--- src/rtl/cpu_pkg.sv ---
// Shared CPU definitions used by the memory-port arbiter.
//   - FSM state encoding of the arbiter (IDLE/ISSUE/WAIT/DONE)
//   - owner encoding of the granted requester (fetch or data)
//   - default build constants for memory latency and fetch starvation bound
package cpu_pkg;

  localparam logic [1:0] ST_IDLE  = 2'd0;
  localparam logic [1:0] ST_ISSUE = 2'd1;
  localparam logic [1:0] ST_WAIT  = 2'd2;
  localparam logic [1:0] ST_DONE  = 2'd3;

  localparam logic OWN_IF = 1'b0;
  localparam logic OWN_D  = 1'b1;

  localparam int DEF_MEM_LAT    = 2;
  localparam int DEF_MAX_STREAK = 4;

  // Next value of the data-grant streak counter for a data grant.
  // Counts only while fetch is actually waiting; saturates at max_streak.
  function automatic int next_streak(input int cur, input logic fetch_waiting,
                                     input int max_streak);
    if (!fetch_waiting) return 0;
    if (cur >= max_streak) return max_streak;
    return cur + 1;
  endfunction

endpackage

--- src/rtl/mem_lat_timer.sv ---
// Loadable down-counter timing the fixed memory latency.
// Ports:
//   clk, rst      - clock (rising edge), asynchronous active-low reset
//   load          - load load_val this cycle (has priority over dec)
//   load_val      - value to load
//   dec           - decrement by one; holds at zero
//   zero          - count is zero
module mem_lat_timer #(
  parameter int W = 2
) (
  input  logic         clk,
  input  logic         rst,
  input  logic         load,
  input  logic [W-1:0] load_val,
  input  logic         dec,
  output logic         zero
);

  logic [W-1:0] count;

  always_ff @(posedge clk or negedge rst) begin
    if (!rst) begin
      count <= '0;
    end else if (load) begin
      count <= load_val;
    end else if (dec && (count != '0)) begin
      count <= count - 1'b1;
    end
  end

  assign zero = (count == '0);

endmodule

--- src/rtl/mem_port_arbiter.sv ---
// Shares one single-port fixed-latency memory between the fetch stage and
// the MEM stage. Data requests win by default; fetch wins when it is the
// only requester or once MAX_STREAK consecutive data grants were taken
// while fetch was waiting.
// Handshake: a requester raises req with a stable command and holds it;
// exactly one ready pulse (with rdata for loads/fetches) ends the access.
// Requests are sampled only while the FSM is IDLE.
// Ports:
//   clk, rst                      - clock, asynchronous active-low reset
//   if_req/if_addr                - fetch request and address
//   if_rdata/if_ready/if_stall    - fetch read data, completion pulse, hold
//   d_req/d_we/d_be/d_addr/d_wdata- data request command
//   d_rdata/d_ready/d_stall       - data read data, completion pulse, hold
//   mem_en/mem_we/mem_be/mem_addr/mem_wdata - memory command (one-cycle strobe)
//   mem_rdata                     - memory read data, MEM_LAT cycles after mem_en
//   fsm_state                     - current FSM state (debug observation)
module mem_port_arbiter
  import cpu_pkg::*;
#(
  parameter int ADDR_W     = 32,
  parameter int DATA_W     = 32,
  parameter int MEM_LAT    = DEF_MEM_LAT,
  parameter int MAX_STREAK = DEF_MAX_STREAK
) (
  input  logic                clk,
  input  logic                rst,
  input  logic                if_req,
  input  logic [ADDR_W-1:0]   if_addr,
  output logic [DATA_W-1:0]   if_rdata,
  output logic                if_ready,
  output logic                if_stall,
  input  logic                d_req,
  input  logic                d_we,
  input  logic [DATA_W/8-1:0] d_be,
  input  logic [ADDR_W-1:0]   d_addr,
  input  logic [DATA_W-1:0]   d_wdata,
  output logic [DATA_W-1:0]   d_rdata,
  output logic                d_ready,
  output logic                d_stall,
  output logic                mem_en,
  output logic                mem_we,
  output logic [DATA_W/8-1:0] mem_be,
  output logic [ADDR_W-1:0]   mem_addr,
  output logic [DATA_W-1:0]   mem_wdata,
  input  logic [DATA_W-1:0]   mem_rdata,
  output logic [1:0]          fsm_state
);

  localparam int BEW = DATA_W / 8;
  localparam int SW  = $clog2(MAX_STREAK + 1);
  localparam int TW  = $clog2(MEM_LAT + 1);
  localparam logic [SW-1:0] STREAK_MAX = SW'(MAX_STREAK);
  localparam logic [TW-1:0] TMR_LOAD   = TW'(MEM_LAT - 1);

  logic [1:0]        state;
  logic              owner;
  logic [SW-1:0]     streak;
  logic [ADDR_W-1:0] cmd_addr;
  logic              cmd_we;
  logic [BEW-1:0]    cmd_be;
  logic [DATA_W-1:0] cmd_wdata;
  logic [DATA_W-1:0] rdata_q;
  logic              tmr_zero;
  logic              grant_d;

  // Fetch only takes the port from a pending data request once the streak
  // of data grants made while it waited has hit the bound.
  assign grant_d = d_req && !(if_req && (streak == STREAK_MAX));

  mem_lat_timer #(.W(TW)) u_timer (
    .clk      (clk),
    .rst      (rst),
    .load     (state == ST_ISSUE),
    .load_val (TMR_LOAD),
    .dec      (state == ST_WAIT),
    .zero     (tmr_zero)
  );

  always_ff @(posedge clk or negedge rst) begin
    if (!rst) begin
      state     <= ST_IDLE;
      owner     <= OWN_IF;
      streak    <= '0;
      cmd_addr  <= '0;
      cmd_we    <= 1'b0;
      cmd_be    <= '0;
      cmd_wdata <= '0;
      rdata_q   <= '0;
    end else begin
      case (state)
        ST_IDLE: begin
          if (if_req || d_req) begin
            state <= ST_ISSUE;
            if (grant_d) begin
              owner     <= OWN_D;
              cmd_addr  <= d_addr;
              cmd_we    <= d_we;
              cmd_be    <= d_be;
              cmd_wdata <= d_wdata;
              streak    <= SW'(next_streak(int'(streak), if_req, MAX_STREAK));
            end else begin
              owner     <= OWN_IF;
              cmd_addr  <= if_addr;
              cmd_we    <= 1'b0;
              cmd_be    <= '1;
              cmd_wdata <= '0;
              streak    <= '0;
            end
          end
        end
        ST_ISSUE: state <= ST_WAIT;
        ST_WAIT: begin
          // Timer reaching zero marks the cycle mem_rdata is valid.
          if (tmr_zero) begin
            if (!cmd_we) rdata_q <= mem_rdata;
            state <= ST_DONE;
          end
        end
        ST_DONE: state <= ST_IDLE;
        default: state <= ST_IDLE;
      endcase
    end
  end

  assign mem_en    = (state == ST_ISSUE);
  assign mem_we    = cmd_we;
  assign mem_be    = cmd_be;
  assign mem_addr  = cmd_addr;
  assign mem_wdata = cmd_wdata;

  assign if_ready  = (state == ST_DONE) && (owner == OWN_IF);
  assign d_ready   = (state == ST_DONE) && (owner == OWN_D);
  assign if_rdata  = rdata_q;
  assign d_rdata   = rdata_q;

  assign if_stall  = if_req & ~if_ready;
  assign d_stall   = d_req & ~d_ready;

  assign fsm_state = state;

endmodule

--- config.mk ---
export PLATFORM = sky130hd
export DESIGN_NAME = mem_port_arbiter
export DESIGN_NICKNAME = d
export VERILOG_FILES = /design/src/rtl/cpu_pkg.sv /design/src/rtl/mem_lat_timer.sv /design/src/rtl/mem_port_arbiter.sv
export SDC_FILE = /design/constraint.sdc
export NUM_CORES = 1
export LEC_CHECK = 0
export ABC_AREA = 1
export CORE_ASPECT_RATIO = 1.75
export CORE_MARGIN = 2
export CORE_UTILIZATION = 40
export DETAILED_ROUTE_END_ITERATION = 16
export PLACE_DENSITY = 0.88
export SLEW_MARGIN = 10
export SYNTH_ARGS = -nofsm -noshare
export SYNTH_HDL_FRONTEND = slang
export SYNTH_SLANG_ARGS = --single-unit
--- constraint.sdc ---
create_clock -name clk -period 1.59 [get_ports clk]
set_input_delay 0.2385 -clock clk [delete_from_list [all_inputs] [get_ports clk]]
set_output_delay 0.2385 -clock clk [all_outputs]
set_load 0.005 [all_outputs]
==> qor.csv, run 1 <==
stage,metric,value,unit
placed_design,dp_hpwl,12410,µm
yosys,yosysTopAreaCellShare,51.79,%
timing,hold_ws,0.4172,ns
drt,drt_pass1_iterations,5,
timing,rsz0062_at_grt,yes,
cts,cts_sinks,109,
cts,cts_root_buffer,clkbuf_16,
worst_setup_path,worstPathCellList,"buf_4, buf_4, buf_4, ha_2, nand2_2, clkbuf_16, nand2_1, nand2_1",
drt,wl,16690,µm
final_layout,fin_nets,1061,
power,powerDensity,1723,nW/µm²
timing,period_share,98.35,%
floorplan,initial_utilization,40.92,%
cts,cts_buffers,9,
worst_setup_path,worst-path-max-fanout,16,
yosys,ys.flop_type,dfrtp_1,
worst_setup_path,critPathSlowestCell,dfrtp_1,
cts,cts_tree,built,
grt,grt_overflow,0,
yosys,synth_fp_nets,809,
final_layout,final_util,66.23,%
yosys,synth_edf_count,0,
placed_design,pre_cts_ws,-0.04818,ns
timing,hold_viol,0,
job,maxCapViolCount,0,
timing,clock.fmax,639.5,MHz
yosys,ys_warn_count,0,
final_layout,diodes,0,
floorplan,dieArea,14140,µm²
timing,fin_crit,1.564,ns
timing,worst_pin_slew,0.4595,ns
final_layout,drive_gt1_share,7.818,%
timing,max_slew_margin,69.37,%
worst_setup_path,cpPeakStageDelay,0.42,ns
yosys,syn_area_per_cell,7.931,µm²
power,ir_worst_vdd,909.6,µV
yosys,ys_seq_area_share,51.79,%
hold_path,hold_path.class,in -> async,
timing,skew,0.01037,ns
timing,final_max_slew_viol_count,0,
worst_setup_path,cp.depth,8,
worst_setup_path,critical_path_class,reg -> reg,
cts,clk_pin_slew,0.08,ns
cts,clkLatencyLatePin,0.34,ns
placed_design,io_buffers,276,
drt,drcViolationCount,0,
status,status,"finished, final reports clean",
worst_setup_path,crit_arrival,1.84,ns
yosys,netlist_instances,664,
yosys,synth.most_common_cell,nand2_1,
floorplan,num_io_pins,277,
yosys,synth_largest_area_cell,dfrtp_1,
cts,clockBufferDepth,2,
floorplan,dieHeight,155.8,µm
grt,grt_pass1_vias,4921,
grt,grt_pass1_wl,25590,µm
worst_setup_path,critPathTopFamily,buffers and inverters,
yosys,synth_cell_type_count,19,
grt,gr-usage-all-layers,22.78,%
grt,grt_max_degree,48,
timing,setup_violations,0,
worst_setup_path,worstSetupStartpointType,register,
cts,htree_levels,3,
worst_setup_path,cp-end-kind,register,
power,p_leak,4.274,nW
floorplan,dieWidth,90.74,µm
yosys,ys_top_cells_by_count,"207 x nand2_1, 111 x inv_1, 109 x dfrtp_1",
drt,via_per_inst,4.690,
worst_setup_path,cpMostUsedCell,buf_4,
floorplan,fp.coreArea,12870,µm²
yosys,synthTopCellsByArea,"dfrtp_1 52%, nand2_1 15%, nand3_1 9.3%",
worst_setup_path,cp.required,1.86,ns
timing,setup_ws,0.02628,ns
yosys,synth_area,5266,µm²
yosys,yosys_register_bits,109,
drt,drt_iter0_markers,242,
placed_design,gp_congestion,0.8419,
worst_setup_path,reg2regPathDepth,8,
grt,antenna_found_initial,0,
drt,vias,5122,
drt,drtAntennaViolNets,0,
drt,routedWlPerCell,15.28,µm
yosys,postSynth.asyncResetShare,100.0,%
final_layout,syn_to_final_growth,61.84,%
worst_setup_path,worst-path-buf-inv,4,
floorplan,placementRows,55,
[final timing paths]
kind                              start       endpoint  slack (ns)
hold / removal                      rst   mem_addr[23]        0.42
setup / recovery           fsm_state[1]    d_rdata[29]        0.03
min in group clk            d_wdata[16]  mem_wdata[16]        0.44
max in group asynchronous           rst    d_rdata[15]        0.64
hold reg to reg            mem_addr[15]   mem_addr[15]        0.48
setup reg to reg           fsm_state[1]    d_rdata[29]        0.03
[worst reg2reg max path, stage by stage, from the launching register on]
cell and delay [ns]:
dfrtp_1 0.42, buf_4 0.16, buf_4 0.13, buf_4 0.13, ha_2 0.21, nand2_2 0.13, clkbuf_16 0.19, nand2_1 0.07
nand2_1 0.07
[layout by cell type, fill, tap and decap left out, drive strengths merged]
| cell type | netlist | routed |
|---|---|---|
| clkdlybuf4s50 | 0 | 267 |
| nand2 | 208 | 208 |
| inv | 112 | 115 |
| dfrtp | 109 | 109 |
| nand3 | 100 | 100 |
| o21ai | 42 | 42 |
| buf | 53 | 34 |
| nor2 | 18 | 18 |
| clkbuf | 13 | 12 |
| ha | 8 | 8 |
| clkinv | 0 | 3 |
| dlygate4sd2 | 0 | 2 |
| nand4 | 1 | 1 |
| clkinvlp | 0 | 1 |
| dlygate4sd3 | 0 | 1 |
[kinds of logic (layout without fill, tap and decap cells)]
| kind of cell | after synthesis | in the layout | synth area share (%) |
|---|---|---|---|
| flops | 109 | 109 | 51.79 |
| buf+inv | 178 | 435 | 15.94 |
| simple gates | 327 | 327 | 26.16 |
| compound gates | 42 | 42 | 4.205 |
| fa+ha+maj | 8 | 8 | 1.901 |
[registers in the layout (all words and copies together), names as in the netlist]
| name | flops |
|---|---|
| d_rdata | 32 |
| mem_we | 1 |
| fsm_state | 2 |
| mem_addr | 32 |
| streak | 3 |
| mem_wdata | 32 |
| mem_be | 4 |
| owner | 1 |
| u_timer.count | 2 |
[metrics by stage]
step	total power [mW]	cell area [µm²]	cells	setup TNS, ns
2_1_floorplan	8.033	5266	664	0
3_3_place_gp	12.06	8142	1070	-0.01699
3_5_place_dp	12.41	8142	1070	-0.1706
4_1_cts	14.68	8473	1091	-0.1200
5_1_grt	15.72	8523	1092	-0.1420
6_report	14.69	8523	1092	0
[power by group]
part / internal [mW] / leakage (nW) / switching (mW)
Combinational: 4.35 / 2.79 / 3.25
Clock: 1.09 / 0.140 / 1.05
Sequential: 4.08 / 1.35 / 0.865
[per-layer routing]
metal	global-route usage (%)	up-vias	wire length (µm)
met5	0	-	0
met4	12.16	0	790
met3	4.155	54	876
met2	40.09	213	8743
met1	26.11	2374	6278
li1	-	2481	-
[repair_timing]
| item | 4_1_cts | 5_1_grt |
|---|---|---|
| cloned | 0 | 1 |
| gates resized for setup | 22 | 18 |
| endpoints found under the hold margin | 26 | 0 |
| setup buffers | 4 | 0 |
| pin swaps | 2 | 4 |
| hold buffers | 1 | 0 |
| setup endpoints to repair | 6 | 65 |
[cell type report]
cell class	instances	area, µm²
timing repair buffer	307	3134
fill	1072	4345
clock inverter	7	57.56
sequential	109	2728
tap	171	214.0
clock buffer	9	225.2
multi-input combinational	377	1744
inverter	112	420.4
(Power assumes the default switching activity.)
==> run 2: changes to the inputs <==
Settings changed: CORE_ASPECT_RATIO 1.75 to 1.2.
==> run 2 against run 1 <==
Compared with the run above:
- clock-buffer cell count rose by 1
- global-route usage fell by 0.43 points
- wire length fell by 6.9%
- sequential power fell by 0.8%
- register-to-register slack barely moved
- total power rose by 1.4%
- first-iteration DRC count rose by 7.9%
- final cell count fell by 0.64%
- non-clock buffer count did not move
- critical path type is now reg -> out
- sequential cell count did not move
- hold slack got worse by 0.17 ns
- critical endpoint is now d_stall
==> qor.csv, run 2 (synthesis gave the netlist of run 1 again) <==
stage,metric,value,unit,change
cts,clockBufferDepth,2,,unchanged
floorplan,num_io_pins,277,,unchanged
worst_setup_path,worstSetupStartpointType,register,,
drt,routedWlPerCell,14.32,µm,-6.3%
floorplan,dieHeight,129.7,µm,-17%
grt,gr-usage-all-layers,22.34,%,-0.43 points
final_layout,fin_nets,1061,,unchanged
drt,drt_iter0_markers,261,,+7.9%
final_layout,diodes,0,,unchanged
worst_setup_path,cp-end-kind,output pin,,
grt,top_usage_layer,met2,,
final_layout,syn_to_final_growth,61.68,%,
cts,htree_levels,3,,unchanged
worst_setup_path,cpPeakStageDelay,0.39,ns,-0.03 ns
drt,vias,5058,,-1.2%
cts,clk_pin_slew,0.07,ns,about the same
placed_design,dp_hpwl,11870,µm,-4.4%
worst_setup_path,critPathSlowestCell,dfrtp_1,,
worst_setup_path,crit_arrival,1.33,ns,-0.51 ns
drt,drt_pass1_iterations,4,,-1
worst_setup_path,r2r_slack,0.03,ns,about the same
grt,use_met1,23.70,%,-2.4 points
timing,fin_crit,1.570,ns,+0.006374 ns
worst_setup_path,critical_path_class,reg -> out,,
timing,setup_tns,0,ns,unchanged
cts,cts_tree,built,,
grt,grt_pass1_wl,24540,µm,-4.1%
power,ir_worst_vdd,894.7,µV,-1.6%
cts,cts_root_buffer,clkbuf_16,,
timing,final_max_slew_viol_count,0,,unchanged
cts,cts_sinks,109,,unchanged
grt,met3_usage,6.294,%,+2.1 points
worst_setup_path,worst-path-buf-inv,3,,-1
worst_setup_path,critPathTopFamily,flip-flops,,
placed_design,io_buffers,276,,unchanged
drt,drcViolationCount,0,,unchanged
status,status,"finished, final reports clean",,
power,p_leak,4.277,nW,about the same
drt,wl,15540,µm,-6.9%
power,power,14.90,mW,+1.4%
final_layout,final_cell_mix,"267 x clkdlybuf4s50_1, 207 x nand2_1, 110 x inv_1, 109 x dfrtp_1, 98 x nand3_1",,
drt,via_per_inst,4.662,,-0.61%
worst_setup_path,worst-path-max-fanout,3,,-13
drt,drtAntennaViolNets,0,,unchanged
grt,grt_max_degree,56,,+17%
timing,max_slew_margin,79.67,%,+10 points
timing,setup_violations,0,,unchanged
floorplan,placementRows,45,,-18%
timing,worst_pin_slew,0.3050,ns,-0.1545 ns
floorplan,fp.coreArea,12780,µm²,-0.68%
grt,antenna_found_initial,0,,unchanged
floorplan,dieWidth,108.7,µm,+20%
power,powerDensity,1750,nW/µm²,+1.5%
timing,clock.fmax,636.9,MHz,-0.41%
floorplan,dieArea,14100,µm²,-0.23%
timing,period_share,98.75,%,+0.40 points
worst_setup_path,worstPathCellList,"buf_6, ha_4, nand2_1, inv_1, nor2_1, buf_2",,
timing,hold_ws,0.2442,ns,-0.1730 ns
worst_setup_path,reg2regPathDepth,5,,-3
hold_path,hold_path.class,in -> async,,
final_layout,drive_gt1_share,6.949,%,-0.87 points
cts,clkLatencyLatePin,0.34,ns,about the same
worst_setup_path,cp.depth,6,,-2
timing,rsz0062_at_grt,yes,,
job,maxCapViolCount,0,,unchanged
timing,skew,0.009782,ns,-0.0005859 ns
placed_design,gp_congestion,0.8143,,-3.3%
final_layout,final_util,66.62,%,+0.39 points
grt,use_met2,41.54,%,+1.5 points
grt,grt_overflow,0,,unchanged
cts,cts_buffers,9,,unchanged
final_layout,layout_commonest_cell,clkdlybuf4s50_1,,
floorplan,initial_utilization,41.20,%,+0.28 points
timing,hold_viol,0,,unchanged
worst_setup_path,cp.required,1.35,ns,-0.51 ns
grt,grt_pass1_vias,5051,,+2.6%
## run 2: cell types whose count changed in the layout (fill, tap and decap cells not counted), sizes merged
cell	before	now
buf	34	37
bufinv	0	2
clkinv	3	1
inv	115	114
clkbuf	12	10
## run 2: where the power goes
part / switching (mW) / internal [mW]
registers: 0.827 / 4.08
clock network: 1.05 / 1.44
logic: 3.17 / 4.33
total: 5.04 / 9.86
## run 2: timing repair
item / in CTS / in global routing
hold buffers: 1 / 0
endpoints found under the hold margin: 109 / 0
setup buffers: 2 / 0
pin swaps: 0 / 1
gates resized for setup: 27 / 7
endpoints found under the setup margin: 7 / 26
## run 2: through the flow
stage	setup WS, ns	instance area (µm²)	std cells
final	0.01991	8514	1085
after detailed placement	-0.07125	8130	1066
after global routing	-0.06795	8514	1085
after floorplan	0.1565	5266	664
after global placement	-0.05979	8130	1066
after CTS	-0.008221	8487	1085
## run 2: cell type report
cell class,instances,area (µm²)
Clock buffer,10,239.0
Clock inverter,6,93.84
Fill cell,1019,4267
Inverter,112,422.9
Multi-Input combinational cell,377,1739
Sequential cell,109,2728
Tap cell,164,205.2
Timing Repair Buffer,307,3087
## run 2: worst register-to-register path, stage by stage (launching register included)
cell     delay (ns)
dfrtp_1        0.44
inv_1          0.17
ha_1           0.34
buf_6          0.29
nand3_1        0.17
nand2_1        0.09
## run 2: layer usage
layer / up-vias / part of all wire (%)
li1: 2487 / -
met4: 0 / 2.1
met3: 22 / 8.0
met2: 194 / 53
met1: 2355 / 37
met5: - / 0
## run 2: final timing paths
path / startpoint / endpoint
max: fsm_state[1] / d_stall
max reg2reg: fsm_state[0] / d_rdata[3]
min reg2reg: mem_addr[25] / mem_addr[25]
min: rst / d_rdata[12]
max in group asynchronous: rst / owner
min in group clk: d_req / fsm_state[1]
